`src/rtl/gate_op_arbiter_if.sv`:
```
// Requester/gate-unit/result bundle for gate_op_arbiter.
// slave = arbiter side, master = environment (requesters, gate unit, result consumer).
`timescale 1ns/1ps
interface gate_op_arbiter_if #(
  parameter int unsigned N_REQ = 4,
  parameter int unsigned W     = 1,
  parameter int unsigned ID_W  = ($clog2(N_REQ) > 0) ? $clog2(N_REQ) : 1
);
  logic [N_REQ-1:0]   req;
  logic [3*N_REQ-1:0] op_in;
  logic [W*N_REQ-1:0] a_in;
  logic [W*N_REQ-1:0] b_in;
  logic [N_REQ-1:0]   gnt;
  logic [2:0]         gate_op;
  logic [W-1:0]       gate_a;
  logic [W-1:0]       gate_b;
  logic [W-1:0]       gate_o;
  logic               res_valid;
  logic [ID_W-1:0]    res_id;
  logic [W-1:0]       res_data;
  logic               res_ready;

  modport slave (
    input  req, op_in, a_in, b_in, gate_o, res_ready,
    output gnt, gate_op, gate_a, gate_b, res_valid, res_id, res_data
  );

  modport master (
    output req, op_in, a_in, b_in, gate_o, res_ready,
    input  gnt, gate_op, gate_a, gate_b, res_valid, res_id, res_data
  );
endinterface

```
`src/rtl/gate_op_arbiter.sv`:
```
// Round-robin arbiter sharing one combinational 2-input gate unit among N_REQ requesters;
// issues registered operands, captures the result and returns it tagged with the requester id.
`timescale 1ns/1ps
module gate_op_arbiter #(
  parameter int unsigned N_REQ = 4,
  parameter int unsigned W     = 1,
  parameter int unsigned ID_W  = ($clog2(N_REQ) > 0) ? $clog2(N_REQ) : 1
) (
  input  logic              clk,
  input  logic              rst_n,
  gate_op_arbiter_if.slave  bus
);

  typedef enum logic [1:0] {IDLE, EVAL, RESP} state_e;

  state_e           state_q, state_d;
  logic [ID_W-1:0]  rr_ptr_q, rr_ptr_d;
  logic [N_REQ-1:0] gnt_q, gnt_d;
  logic [2:0]       gate_op_q, gate_op_d;
  logic [W-1:0]     gate_a_q, gate_a_d;
  logic [W-1:0]     gate_b_q, gate_b_d;
  logic             res_valid_q, res_valid_d;
  logic [ID_W-1:0]  res_id_q, res_id_d;
  logic [W-1:0]     res_data_q, res_data_d;

  logic             sel_found_c;
  logic [ID_W-1:0]  sel_idx_c;

  // First requester at or after rr_ptr, wrapping modulo N_REQ.
  always_comb begin
    sel_found_c = 1'b0;
    sel_idx_c   = '0;
    for (int unsigned k = 0; k < N_REQ; k++) begin
      int unsigned idx;
      idx = (32'(rr_ptr_q) + k) % N_REQ;
      if (!sel_found_c && bus.req[idx]) begin
        sel_found_c = 1'b1;
        sel_idx_c   = ID_W'(idx);
      end
    end
  end

  always_comb begin
    state_d     = state_q;
    rr_ptr_d    = rr_ptr_q;
    gnt_d       = '0;
    gate_op_d   = gate_op_q;
    gate_a_d    = gate_a_q;
    gate_b_d    = gate_b_q;
    res_valid_d = res_valid_q;
    res_id_d    = res_id_q;
    res_data_d  = res_data_q;

    unique case (state_q)
      IDLE: begin
        if (sel_found_c) begin
          gnt_d     = N_REQ'(1) << sel_idx_c;
          gate_op_d = bus.op_in[3*32'(sel_idx_c) +: 3];
          gate_a_d  = bus.a_in[W*32'(sel_idx_c) +: W];
          gate_b_d  = bus.b_in[W*32'(sel_idx_c) +: W];
          res_id_d  = sel_idx_c;
          state_d   = EVAL;
        end
      end
      // gate_* settled through the whole cycle; sample the unit's output.
      EVAL: begin
        res_data_d  = bus.gate_o;
        res_valid_d = 1'b1;
        state_d     = RESP;
      end
      RESP: begin
        if (bus.res_ready) begin
          res_valid_d = 1'b0;
          rr_ptr_d    = ID_W'((32'(res_id_q) + 32'd1) % N_REQ);
          state_d     = IDLE;
        end
      end
      default: state_d = IDLE;
    endcase
  end

  always_ff @(posedge clk or negedge rst_n) begin
    if (!rst_n) begin
      state_q     <= IDLE;
      rr_ptr_q    <= '0;
      gnt_q       <= '0;
      gate_op_q   <= '0;
      gate_a_q    <= '0;
      gate_b_q    <= '0;
      res_valid_q <= 1'b0;
      res_id_q    <= '0;
      res_data_q  <= '0;
    end else begin
      state_q     <= state_d;
      rr_ptr_q    <= rr_ptr_d;
      gnt_q       <= gnt_d;
      gate_op_q   <= gate_op_d;
      gate_a_q    <= gate_a_d;
      gate_b_q    <= gate_b_d;
      res_valid_q <= res_valid_d;
      res_id_q    <= res_id_d;
      res_data_q  <= res_data_d;
    end
  end

  assign bus.gnt       = gnt_q;
  assign bus.gate_op   = gate_op_q;
  assign bus.gate_a    = gate_a_q;
  assign bus.gate_b    = gate_b_q;
  assign bus.res_valid = res_valid_q;
  assign bus.res_id    = res_id_q;
  assign bus.res_data  = res_data_q;

endmodule

```
`src/flat_wrapper.sv`:
```
// flat-port wrapper written by rule: the top's interface ports become plain ports
module gate_op_arbiter_flat 
#(
  parameter int unsigned N_REQ = 4,
  parameter int unsigned W     = 1,
  parameter int unsigned ID_W  = ($clog2(N_REQ) > 0) ? $clog2(N_REQ) : 1
)
  (clk, rst_n, bus_req, bus_op_in, bus_a_in, bus_b_in, bus_gate_o, bus_res_ready, bus_gnt, bus_gate_op, bus_gate_a, bus_gate_b, bus_res_valid, bus_res_id, bus_res_data);
  gate_op_arbiter_if #(.N_REQ(N_REQ), .W(W), .ID_W(ID_W)) bus_i ();
  input  logic clk;
  input  logic rst_n;
  input wire logic [$bits(bus_i.req)-1:0] bus_req;
  input wire logic [$bits(bus_i.op_in)-1:0] bus_op_in;
  input wire logic [$bits(bus_i.a_in)-1:0] bus_a_in;
  input wire logic [$bits(bus_i.b_in)-1:0] bus_b_in;
  input wire logic [$bits(bus_i.gate_o)-1:0] bus_gate_o;
  input wire logic [$bits(bus_i.res_ready)-1:0] bus_res_ready;
  output wire logic [$bits(bus_i.gnt)-1:0] bus_gnt;
  output wire logic [$bits(bus_i.gate_op)-1:0] bus_gate_op;
  output wire logic [$bits(bus_i.gate_a)-1:0] bus_gate_a;
  output wire logic [$bits(bus_i.gate_b)-1:0] bus_gate_b;
  output wire logic [$bits(bus_i.res_valid)-1:0] bus_res_valid;
  output wire logic [$bits(bus_i.res_id)-1:0] bus_res_id;
  output wire logic [$bits(bus_i.res_data)-1:0] bus_res_data;
  assign bus_i.req = bus_req;
  assign bus_i.op_in = bus_op_in;
  assign bus_i.a_in = bus_a_in;
  assign bus_i.b_in = bus_b_in;
  assign bus_i.gate_o = bus_gate_o;
  assign bus_i.res_ready = bus_res_ready;
  assign bus_gnt = bus_i.gnt;
  assign bus_gate_op = bus_i.gate_op;
  assign bus_gate_a = bus_i.gate_a;
  assign bus_gate_b = bus_i.gate_b;
  assign bus_res_valid = bus_i.res_valid;
  assign bus_res_id = bus_i.res_id;
  assign bus_res_data = bus_i.res_data;
  gate_op_arbiter #(.N_REQ(N_REQ), .W(W), .ID_W(ID_W)) u_core (.clk(clk), .rst_n(rst_n), .bus(bus_i));
endmodule
```
`config.mk`:
```
export PLATFORM = sky130hd
export DESIGN_NAME = gate_op_arbiter_flat
export DESIGN_NICKNAME = d
export VERILOG_FILES = /design/src/rtl/gate_op_arbiter_if.sv /design/src/rtl/gate_op_arbiter.sv /design/src/flat_wrapper.sv
export SDC_FILE = /design/constraint.sdc
export NUM_CORES = 1
export LEC_CHECK = 0
export BUFFER_PORTS_ARGS = -buffer_cell sky130_fd_sc_hd__buf_2
export CAP_MARGIN = 5
export CORE_MARGIN = 2
export CORE_UTILIZATION = 46
export CTS_BUF_LIST = sky130_fd_sc_hd__clkbuf_8
export CTS_CLUSTER_DIAMETER = 30
export DETAILED_ROUTE_END_ITERATION = 8
export PLACE_DENSITY = 0.8
export REMOVE_ABC_BUFFERS = 1
export SLEW_MARGIN = 30
export SYNTH_ARGS = -nofsm -noshare
export SYNTH_HDL_FRONTEND = slang
export SYNTH_SLANG_ARGS = --single-unit
```
`constraint.sdc`:
```
create_clock -name clk -period 1.65 [get_ports clk]
set_input_delay 0.165 -clock clk [delete_from_list [all_inputs] [get_ports clk]]
set_output_delay 0.165 -clock clk [all_outputs]
set_load 0.01 [all_outputs]
```
Yosys cells after proc, flatten, opt, wreduce, memory -nomap -nowiden

Index checks and enable logic that the tools add are counted.

Bits in registers: 17
Latch bits: 0
RAM bits: 0
ROM bits: 0
Memories: 0

Add/sub/neg operators: 4
Multiply operators: 1
Divide/modulo/power cells: 0
$lt $le $gt $ge: 4
Equal/unequal tests: 4
Shifts and indexed selects: 4
Mux-type cells: 23
Bitwise logic cells: 0
Reduce and logical (&&, ||, !) cells: 12

Operators by type and width:

| cell                                                                          | count |
|---|---|
| 2-bit by 3-bit less-than comparator with 1-bit output (second input constant) | 4 |
| 2-bit two-way mux                                                             | 6 |
| 12-bit by 5-bit indexed part select with 3-bit output                         | 1 |
| 1-bit two-way mux                                                             | 9 |
| 1-bit binary-select mux with 2-bit select                                     | 4 |
| 4-bit two-way mux                                                             | 2 |
| 2-bit AND reduction                                                           | 4 |
| 4-bit by 3-bit indexed part select with 1-bit output                          | 2 |
| 2-bit case mux with 3 select lines                                            | 1 |
| 2-bit by 1-bit adder with 2-bit output (second input constant)                | 2 |
| 2-bit adder (second input constant)                                           | 2 |
| 2-bit by 2-bit multiplier with 4-bit output (first input constant)            | 1 |
| 1-bit by 2-bit << shifter with 4-bit output (first input constant)            | 1 |
| 1-bit logical AND                                                             | 3 |
| 1-bit logical NOT                                                             | 3 |
| 2-bit by 1-bit equality test with 1-bit output (second input constant)        | 1 |
| 2-bit equality test (second input constant)                                   | 1 |
| 2-bit logical NOT                                                             | 1 |
| 2-bit by 1-bit inequality test with 1-bit output (second input constant)      | 1 |
| 2-bit inequality test (second input constant)                                 | 1 |
| 1-bit case mux with 2 select lines                                            | 1 |
| 2-bit nonzero test                                                            | 1 |

Logic depth before layout (Yosys ltp)

Depth after elaboration: 15
Mapped depth: 7
Gate-level depth less buffers: 5

Worst setup path after synthesis

OpenSTA, ideal clock, no wires.

Kind: register to register
Start point: reg u_core.rr_ptr_q[1]
End point: reg u_core.gate_a_q, in the netlist u_core.bus.gate_a
Data arrival time: 1.342 ns
Required time: 1.505 ns
Slack: 0.164 ns
Stages on the path, launching flop included: 8
Period minus slack after synthesis: 1.486 ns
Path through: dfrtp_1 > nand2b_1 > a21oi_1 > a211o_1 > buf_6 > buf_8 > mux2i_1 > o221ai_1

Word-level cells in the longest chain between the ends: 13
Elaborated cells between the ends (all ways): 27
Classes of those cells: 3 x add/sub; 1 x shift; 16 x mux; 7 x reduce/logical

Ends and longest elaborated chain:

| what                                                                            | RTL line              | RTL |
|---|---|---|
| from (decl)                                                                     | gate_op_arbiter.sv:17 | `logic [ID_W-1:0] rr_ptr_q, rr_ptr_d;` |
| from (signal assigned)                                                          | gate_op_arbiter.sv:95 | `rr_ptr_q <= rr_ptr_d;` |
| branches (longest 13 deep; another with 2-bit by 1-bit adder with 2-bit output) | -                     |  |
| to (signal assigned)                                                            | gate_op_arbiter.sv:98 | `gate_a_q <= gate_a_d;` |
| to (decl)                                                                       | gate_op_arbiter.sv:20 | `logic [W-1:0] gate_a_q, gate_a_d;` |

Several ways; the timed one is not identified. The select of a mux whose other input is x is not followed.
A chain may end at the register's enable or synchronous reset.

Worst setup path after layout

Same ends and word-level chain as after synthesis.

==> impl_metrics.yaml <==
critical_path:
  end_kind: "flip-flop"
  cp_slowest_cell: "dfrtp_2"
  r2r-start: "u_core.rr_ptr_q[1]$_DFFE_PN0P_"
  worstPathArrival_ps: 1650
  critical_path_class: "flip-flop to flip-flop"
  critPathMaxStageDelay_ps: 440
  startpoint_type: "flip-flop"
  reg2regPathDepth: 6
  rrSetupSlack_ps: 110
  cp.depth: 6
  worst_r2r_endpoint: "u_core.bus.gate_a$_DFFE_PN0P_"
  crit_buf_inv: 1
  crit_required_ps: 1770
  cp_max_fo: 15
  path_cells: "nand2b_1, a21oi_2, a211o_1, buf_12, mux2i_1, o221ai_2"
  crit_family: "flip-flops"
grt:
  grt_max_degree: 18
  grt_pass1_wl_um: 2750
  grt_use_total_pct: 18.0
  antenna_found_initial: 0
  grt_pass1_vias: 637
  gr-total-overflow: 0
synth:
  syn_area_um2: 831
  synth_area_leader_cell: "dfrtp_1"
  synth_edf_count: 0
  yosysTopAreaCellShare_pct: 51.2
  ys_seq_elements: 17
  synth_cell_type_count: 22
  synthTopCellsByArea: "dfrtp_1, mux2i_1, nand2_1"
  synthArstFlopShare_pct: 100
  yosysWarnings: 0
  avgSynthCellArea_um2: 10.7
  synth-seq-area-share_pct: 51.2
  postSynthCellCount: 78
  synth-main-ff-cell: "dfrtp_1"
timing:
  fin_skew_ps: 3.51
  max_slew_margin_pct: 63.7
  whs_ps: 138
  tns_ps: 0
  fmax_mhz: 651
  finalSetupViolCount: 0
  slew_violations: 0
  min_period_ps: 1540
  worstMarginPinSlew_ps: 541
  finalCritPeriodShare_pct: 93.0
  rsz0062_at_grt: "false"
  hold_viol: 0
routing:
  drc: 0
  dr.pass1.iters: 4
  wl_met3_um: 130
  drt_iter0_markers: 6
  drt-met1-wl_um: 748
  finalWirelength_um: 1790
  routed.top_layer: "met4"
  met2WireLength_um: 902
  final_antenna_net_count: 0
  wl_per_cell_um: 12.2
  viasPerCell: 4.97
  dr_total_vias: 730
power:
  powerDensity_nw_per_um2: 1690
  power.leakage_nw: 0.604
  ir_worst_vdd_uv: 1070
floorplan:
  num_io_pins: 41
  start_util_pct: 48.6
  die_area_um2: 2160
  core_area_um2: 1710
  rows: 15
  chipHeight_um: 46.5
  die_x_um: 46.5
layout:
  multi_input_area_um2: 380
  final_cell_mix: "buf_2, dfrtp_1, nand2_1, mux2i_1, nor2_1"
  layout-drive-gt1-share_pct: 43.4
  antenna_cells: 0
  seqCellArea_um2: 427
  fillers: 144
  syn_to_final_growth_pct: 36.0
  fin_nets: 151
  layout_commonest_cell: "buf_2"
cts:
  clock_latency_ps: 250
  cts_max_level: 1
  clockBufferDepth: 2
  cts_tree: "built"
  numClockSinks: 17
  cts_buffers: 3
  cts_setup_buffers: 0
  clk_pin_slew_ps: 70
  cts-root-buf: "clkbuf_8"
hold_path:
  hold_end: "u_core.bus.res_data$_DFFE_PN0P_"
  min_from: "bus_gate_o"
  hold_depth: 2
  min_path_type: "input port to flip-flop"
outcome:
  status: "finished, final reports clean"
placement:
  port_buffers: 40
  gp_congestion: 0.668
  place_hpwl_um: 1390
job:
  cap_violations: 0
==> cells in the mapped netlist, types with 2 or more instances <==
library cell  instances
nor3b_1               2
a211o_1               2
inv_1                 2
o21ai_0               3
nand2_1              13
o221ai_1              5
a21oi_1               3
nor2b_1               2
nand2b_1              2
nor2_1                6
dfrtp_1              17
mux2i_1              11
==> area by class of cell <==
| class | instances | share of cell area [%] |
|---|---|---|
| Clock inverter | 1 | 0.443 |
| Timing Repair Buffer | 43 | 21.0 |
| Multi-Input combinational cell | 56 | 33.7 |
| Tap cell | 25 | 2.77 |
| Inverter | 2 | 0.664 |
| Clock buffer | 3 | 3.65 |
| Sequential cell | 17 | 37.8 |
==> through the flow <==
stage | setup slack, ps | util (%) | std cells | area [um2] | total power [W]
after floorplan | 43.9 | - | 75 | 800 | 0.00125
after global placement | 171 | 62.0 | 142 | 1060 | 0.00156
after detailed placement | 88.6 | 62.0 | 142 | 1060 | 0.00159
after CTS | 92.4 | 65.3 | 147 | 1110 | 0.00191
after global routing | 0.690 | 66.2 | 147 | 1130 | 0.00207
final | 115 | 66.2 | 147 | 1130 | 0.00191
==> logic make-up (layout without fill, tap and decap cells) <==
group	after synthesis	in the layout	synth area share [%]
multiplexers	12	12	14.6
AND/OR/NAND/NOR	28	28	16.0
XOR/XNOR	1	1	1.05
AO/OA/AOI/OAI	15	15	12.5
buffers and inverters	5	49	4.67
flip-flops	17	17	51.2
==> how the worst max path moves through the flow <==
stage	from	end	slack, ps
floorplan	u_core.rr_ptr_q[1]$_DFFE_PN0P_	u_core.bus.gate_a$_DFFE_PN0P_	40
global placement	u_core.rr_ptr_q[1]$_DFFE_PN0P_	u_core.bus.gate_a$_DFFE_PN0P_	170
detailed placement	u_core.rr_ptr_q[1]$_DFFE_PN0P_	u_core.bus.gate_a$_DFFE_PN0P_	90
CTS	u_core.rr_ptr_q[1]$_DFFE_PN0P_	u_core.bus.gate_b$_DFFE_PN0P_	90
global route	u_core.rr_ptr_q[1]$_DFFE_PN0P_	u_core.bus.gate_a$_DFFE_PN0P_	0.7
finish	u_core.rr_ptr_q[1]$_DFFE_PN0P_	u_core.bus.gate_a$_DFFE_PN0P_	110
==> power breakdown <==
part	internal, W	switching, W
clock network	0.000167	0.000145
registers	0.000605	0.000131
logic	0.000427	0.000440
==> sequential cells by signal, indices dropped and copies added, names as in the netlist <==
register,count
u_core.bus.gate_a,1
u_core.bus.gate_b,1
u_core.bus.gate_op,3
u_core.bus.gnt,4
u_core.bus.res_data,1
u_core.bus.res_id,2
u_core.bus.res_valid,1
u_core.rr_ptr_q,2
u_core.state_q,2
==> worst register-to-register path: cells and delay by family (launching register included) <==
kind | cells | cell delay, ps
flops | 1 | 440
compound gates | 3 | 410
mux | 1 | 250
simple gates | 1 | 170
buf+inv | 1 | 160
==> per-layer routing <==
layer	global-route usage [%]	vias to the layer above
li1	-	362
met1	23.8	334
met2	29.7	32
met3	4.31	2
met4	4.00	0
met5	0	-
==> what timing repair did <==
action | CTS | global route
resized for setup | 0 | 4
hold buffers | 1 | 0
setup endpoints to repair | 0 | 4
hold endpoints to repair | 17 | 0
(Power assumes the default switching activity.)
